$ cat config.mk
export PLATFORM = sky130hd
export DESIGN_NAME = pulse_gate_sequencer
export DESIGN_NICKNAME = d
export VERILOG_FILES = /design/src/rtl/pulse_gate_sequencer.sv
export SDC_FILE = /design/constraint.sdc
export NUM_CORES = 1
export LEC_CHECK = 0
export BUFFER_PORTS_ARGS = -buffer_cell sky130_fd_sc_hd__buf_2
export CORE_ASPECT_RATIO = 0.8
export CORE_UTILIZATION = 40
export DETAILED_ROUTE_END_ITERATION = 10
export GPL_ROUTABILITY_DRIVEN = 0
export PLACE_DENSITY = 0.59
export SLEW_MARGIN = 20
export SYNTH_ARGS = -nofsm -noshare
export SYNTH_HDL_FRONTEND = slang
export SYNTH_SLANG_ARGS = --single-unit
export TNS_END_PERCENT = 10
$ cat constraint.sdc
create_clock -name clk -period 4.04 [get_ports clk]
set_input_delay 0.404 -clock clk [delete_from_list [all_inputs] [get_ports clk]]
set_output_delay 0.404 -clock clk [all_outputs]
set_load 0.01 [all_outputs]
$ cat src/rtl/pulse_gate_sequencer.sv
// Gated photon-count window sequencer: start, programmable delay, then N x (gate, report), then done.
// Optional inter-window holdoff under `PULSE_GATE_HOLDOFF_EN; a stalled result port stretches the run.
module pulse_gate_sequencer #(
  parameter int COUNT_WIDTH = 32,
  parameter int TIMER_WIDTH = 32,
  parameter int INDEX_WIDTH = 16
) (
  input  logic                   clk,
  input  logic                   rst,
  input  logic                   start,
  input  logic                   abort,
  input  logic [TIMER_WIDTH-1:0] cfg_delay,
  input  logic [TIMER_WIDTH-1:0] cfg_gate,
  input  logic [INDEX_WIDTH-1:0] cfg_windows,
`ifdef PULSE_GATE_HOLDOFF_EN
  input  logic [TIMER_WIDTH-1:0] cfg_holdoff,
`endif
  input  logic                   edge_in,
  output logic                   gate_out,
  output logic                   busy,
  output logic                   done,
  output logic [COUNT_WIDTH-1:0] result_count,
  output logic [INDEX_WIDTH-1:0] result_index,
  output logic                   result_overflow,
  output logic                   result_tvalid,
  input  logic                   result_tready
);

  typedef enum logic [2:0] {
    S_IDLE,
    S_DELAY,
    S_GATE,
`ifdef PULSE_GATE_HOLDOFF_EN
    S_HOLDOFF,
`endif
    S_REPORT
  } state_t;

  localparam logic [TIMER_WIDTH-1:0] TIMER_ONE = TIMER_WIDTH'(1);
  localparam logic [COUNT_WIDTH-1:0] COUNT_ONE = COUNT_WIDTH'(1);
  localparam logic [INDEX_WIDTH-1:0] INDEX_ONE = INDEX_WIDTH'(1);

  state_t                 state, state_nxt;
  logic [TIMER_WIDTH-1:0] timer, timer_nxt;
  logic [COUNT_WIDTH-1:0] count, count_nxt;
  logic                   ovf, ovf_nxt;
  logic [INDEX_WIDTH-1:0] index, index_nxt;
  logic [TIMER_WIDTH-1:0] sh_gate, sh_gate_nxt;
  logic [INDEX_WIDTH-1:0] sh_win, sh_win_nxt;
`ifdef PULSE_GATE_HOLDOFF_EN
  logic [TIMER_WIDTH-1:0] sh_holdoff, sh_holdoff_nxt;
`endif
  logic                   gate_nxt, done_nxt, tvalid_nxt, rovf_nxt;
  logic [COUNT_WIDTH-1:0] rcount_nxt;
  logic [INDEX_WIDTH-1:0] rindex_nxt;
  logic [COUNT_WIDTH-1:0] sat_count;
  logic                   sat_ovf;
  logic                   open_req;
  logic                   more_windows;

  assign busy = (state != S_IDLE);
  // sh_win is at least 1 once a run is latched, so the subtraction cannot wrap.
  assign more_windows = (index < (sh_win - INDEX_ONE));

  always_comb begin
    sat_count = count;
    sat_ovf   = ovf;
    if (edge_in) begin
      if (&count) sat_ovf = 1'b1;
      else        sat_count = count + COUNT_ONE;
    end
  end

  always_comb begin
    state_nxt   = state;
    timer_nxt   = timer;
    count_nxt   = count;
    ovf_nxt     = ovf;
    index_nxt   = index;
    sh_gate_nxt = sh_gate;
    sh_win_nxt  = sh_win;
`ifdef PULSE_GATE_HOLDOFF_EN
    sh_holdoff_nxt = sh_holdoff;
`endif
    gate_nxt    = gate_out;
    done_nxt    = 1'b0;
    tvalid_nxt  = result_tvalid;
    rcount_nxt  = result_count;
    rindex_nxt  = result_index;
    rovf_nxt    = result_overflow;
    open_req    = 1'b0;

    if (abort) begin
      state_nxt  = S_IDLE;
      timer_nxt  = '0;
      gate_nxt   = 1'b0;
      tvalid_nxt = 1'b0;
    end else begin
      case (state)
        S_IDLE: begin
          if (start) begin
            sh_gate_nxt = (cfg_gate == '0) ? TIMER_ONE : cfg_gate;
            sh_win_nxt  = (cfg_windows == '0) ? INDEX_ONE : cfg_windows;
`ifdef PULSE_GATE_HOLDOFF_EN
            sh_holdoff_nxt = cfg_holdoff;
`endif
            index_nxt = '0;
            if (cfg_delay != '0) begin
              state_nxt = S_DELAY;
              timer_nxt = cfg_delay - TIMER_ONE;
            end else begin
              state_nxt = S_GATE;
              timer_nxt = '0;
            end
          end
        end
        S_DELAY: begin
          if (timer == '0) state_nxt = S_GATE;
          else             timer_nxt = timer - TIMER_ONE;
        end
        S_GATE: begin
          // First GATE cycle after start/delay keeps the gate shut for one cycle.
          if (!gate_out) begin
            open_req = 1'b1;
          end else if (timer == '0) begin
            rcount_nxt = sat_count;
            rovf_nxt   = sat_ovf;
            rindex_nxt = index;
            tvalid_nxt = 1'b1;
            gate_nxt   = 1'b0;
            count_nxt  = sat_count;
            ovf_nxt    = sat_ovf;
            state_nxt  = S_REPORT;
          end else begin
            count_nxt = sat_count;
            ovf_nxt   = sat_ovf;
            timer_nxt = timer - TIMER_ONE;
          end
        end
`ifdef PULSE_GATE_HOLDOFF_EN
        S_HOLDOFF: begin
          if (timer == '0) open_req = 1'b1;
          else             timer_nxt = timer - TIMER_ONE;
        end
`endif
        S_REPORT: begin
          if (result_tready) begin
            tvalid_nxt = 1'b0;
            if (more_windows) begin
              index_nxt = index + INDEX_ONE;
`ifdef PULSE_GATE_HOLDOFF_EN
              if (sh_holdoff != '0) begin
                state_nxt = S_HOLDOFF;
                timer_nxt = sh_holdoff - TIMER_ONE;
              end else begin
                open_req = 1'b1;
              end
`else
              open_req = 1'b1;
`endif
            end else begin
              done_nxt  = 1'b1;
              state_nxt = S_IDLE;
            end
          end
        end
        default: state_nxt = S_IDLE;
      endcase

      if (open_req) begin
        state_nxt = S_GATE;
        gate_nxt  = 1'b1;
        timer_nxt = sh_gate - TIMER_ONE;
        count_nxt = '0;
        ovf_nxt   = 1'b0;
      end
    end
  end

  always_ff @(posedge clk or negedge rst) begin
    if (!rst) begin
      state           <= S_IDLE;
      timer           <= '0;
      count           <= '0;
      ovf             <= 1'b0;
      index           <= '0;
      sh_gate         <= '0;
      sh_win          <= '0;
`ifdef PULSE_GATE_HOLDOFF_EN
      sh_holdoff      <= '0;
`endif
      gate_out        <= 1'b0;
      done            <= 1'b0;
      result_tvalid   <= 1'b0;
      result_count    <= '0;
      result_index    <= '0;
      result_overflow <= 1'b0;
    end else begin
      state           <= state_nxt;
      timer           <= timer_nxt;
      count           <= count_nxt;
      ovf             <= ovf_nxt;
      index           <= index_nxt;
      sh_gate         <= sh_gate_nxt;
      sh_win          <= sh_win_nxt;
`ifdef PULSE_GATE_HOLDOFF_EN
      sh_holdoff      <= sh_holdoff_nxt;
`endif
      gate_out        <= gate_nxt;
      done            <= done_nxt;
      result_tvalid   <= tvalid_nxt;
      result_count    <= rcount_nxt;
      result_index    <= rindex_nxt;
      result_overflow <= rovf_nxt;
    end
  end

endmodule
==> flow_summary.json <==
{
  "status": "completed",
  "synth_top_family_by_area": "simple AND/OR/NAND/NOR gates",
  "synthAdderAreaFrac": 0.0321,
  "max-slew-margin-rel": 0.383,
  "critical_path.top_delay_family": "simple AND/OR/NAND/NOR gates",
  "synth-seq-cells": 183,
  "final_area_sq_mm": 0.0132,
  "drt-total-wl_microns": 30500,
  "synthMuxAreaShare": 0.0773,
  "syn_avg_cell_area_sq_um": 9.31,
  "whs_ns": 0.207,
  "tritoncts": "done",
  "vias_per_cell": 5.68,
  "worstSetupStartpointType": "flop",
  "drive_above_1_share": 0.224,
  "dp.cells": 1684,
  "period_share": 0.934,
  "drv_slew": 0,
  "ys_dominant_reg_cell": "dfrtp_1",
  "drc": 0,
  "antenna_found_initial": 1,
  "drt_iter0_markers": 649,
  "grt_pass1_vias": 9265,
  "powerDensity_mw_per_mm2": 546,
  "finalNonFillerCells": 1718,
  "cp_slowest_cell": "dfrtp_1",
  "worst_pin_slew_ns": 0.917,
  "hold_depth": 2,
  "synth_edf_count": 0,
  "pre_cts_ws_ns": 0.0113,
  "clk_latency_ns": 0.44,
  "holdCritPathClass": "input port to flop",
  "ant_nets": 0,
  "avgRoutedWirePerCell_microns": 17.8,
  "grt_overflow_total": 0,
  "setup_viol": 0,
  "port-buffer-count": 138,
  "syn_to_final_growth_pct": 16.9,
  "rsz0062_at_grt": "yes",
  "die_w_microns": 190,
  "criticalPathCategory": "flop to flop",
  "endpoint_kind": "flop",
  "die_area_sq_mm": 0.0289,
  "final_cell_mix": "183 x dfrtp_1, 137 x buf_2, 110 x nand2_1, 85 x o21ai_0, 82 x nor2_1",
  "grt_max_degree": 84,
  "clkSlewWorstSetupHoldPaths_ns": 0.07,
  "async_flop_share": 1.00,
  "nNetsFinal": 1457,
  "skew_ns": 0.0134,
  "htree_levels": 4,
  "fillers": 2636,
  "ios": 139,
  "max_freq_mhz": 265,
  "maxCapViolCount": 0,
  "peakVddDrop_mv": 0.345,
  "cp_max_fo": 20,
  "rows": 54,
  "die_h_microns": 152,
  "root_buffer": "clkbuf_16",
  "ys_types": 69,
  "syn_area_sq_mm": 0.0113,
  "place_area_sq_mm": 0.0125,
  "cts_buffers": 17,
  "post-dp-hpwl_microns": 22000,
  "core_area_sq_mm": 0.0275,
  "r2r_end": "timer[22]",
  "hold_viol": 0,
  "synthXorXnorAreaFrac": 0.0993,
  "clock_path_buffers": 2,
  "critPathMaxStageDelay_ns": 0.41,
  "tns_ns": 0,
  "syn_inst": 1213,
  "rr_startpoint": "sh_win[3]",
  "path_cells": "nor4_4 > nand3_2 > nor4_4 > nand2_1 > or3_1 > xor2_1 > ha_1 > nand4_1 > nor4_2 > a22o_1 > buf_4 > o22ai_4 > buf_4 > clkbuf_16 > a221oi_1 > a21oi_1 > a22o_1",
  "final_common_cell": "dfrtp_1",
  "drt_pass1_iterations": 5,
  "clock-sinks": 183,
  "final_util": 0.480,
  "setup_ws_ns": 0.267,
  "antenna_cells": 0,
  "crit_buf_inv": 3,
  "vias": 9751,
  "power_mw": 7.21,
  "worstHoldStart": "cfg_gate[11]",
  "final.min_clock_period_ns": 3.77,
  "reg2reg_slack_ns": 0.27,
  "synth_fp_nets": 1328,
  "grt_pass1_wl_microns": 50000,
  "ys_seq_area_frac": 0.406,
  "initial_utilization": 0.411,
  "min_to": "sh_gate[11]",
  "synth-simple-area-share": 0.198,
  "ff2ff_path_depth": 17,
  "synth_compound_area_frac": 0.153,
  "yosysWarnings": 0,
  "leakagePower_nw": 5.73,
  "grt_use_total": 0.215,
  "worstPathArrival_ns": 4.10,
  "cp.required_ns": 4.37
}
## registers in the layout, indices dropped and copies added (netlist names)
signal	flops
count	32
done	1
gate_out	1
index	16
ovf	1
result_count	32
result_index	16
result_overflow	1
result_tvalid	1
sh_gate	32
sh_win	16
state	2
timer	32
## layer usage
metal	vias up	wire length [microns]	track usage
li1	4717	-	-
met1	4765	14900	0.311
met2	242	14000	0.336
met3	25	1310	0.0380
met4	2	316	0.0426
met5	-	13	0
## cell type report
class,instances,area (sq um),share of cell area
clock inverter,14,133,0.0100
clock buffer,17,425,0.0322
timing repair buffer,178,1090,0.0827
sequential,183,4580,0.347
multi-input combinational,933,6410,0.485
tap,364,455,0.0345
inverter,29,109,0.00824
## worst max-delay path by stage
stage / start / depth (start not counted) / endpoint / slack [ns]
floorplan: sh_win[3] / 17 / timer[24] / 0.05
global placement: sh_win[3] / 15 / timer[6] / 0.09
detailed placement: sh_win[3] / 15 / timer[6] / 0.01
CTS: sh_win[3] / 15 / timer[6] / 0.005
global route: sh_win[3] / 17 / timer[22] / -0.02
finish: sh_win[3] / 17 / timer[22] / 0.27
## synth_stat cells, drive strengths merged, types with 31 or more instances
library cell | instances | area, sq um
a21oi | 47 | 235
clkbuf | 56 | 210
dfrtp | 183 | 4580
mux2 | 74 | 833
nand2 | 111 | 417
nand3 | 31 | 155
nor2 | 83 | 312
nor3 | 45 | 230
nor4 | 49 | 307
o21ai | 88 | 440
xnor2 | 69 | 604
xor2 | 59 | 517
## where the power goes
part | switching, mW | internal [mW]
combinational | 1.55 | 1.27
sequential | 0.517 | 2.23
clock | 0.823 | 0.815
## cell families after synthesis
| logic type | Yosys count |
|---|---|
| AO/OA/AOI/OAI | 263 |
| buffers and inverters | 97 |
| multiplexers | 78 |
| XOR/XNOR | 128 |
| AND/OR/NAND/NOR | 435 |
| adder cells (fa/ha/maj) | 29 |
| flip-flops | 183 |
## repair_timing
action | in CTS | in global routing
endpoints found under the setup margin | 8 | 82
hold endpoints to repair | 21 | 0
buffers inserted | 0 | 1
cloned | 0 | 1
gates resized for setup | 1 | 12
pin swaps | 0 | 3
hold buffers | 1 | 0
Note: power is estimated with default switching activity, not from simulation.
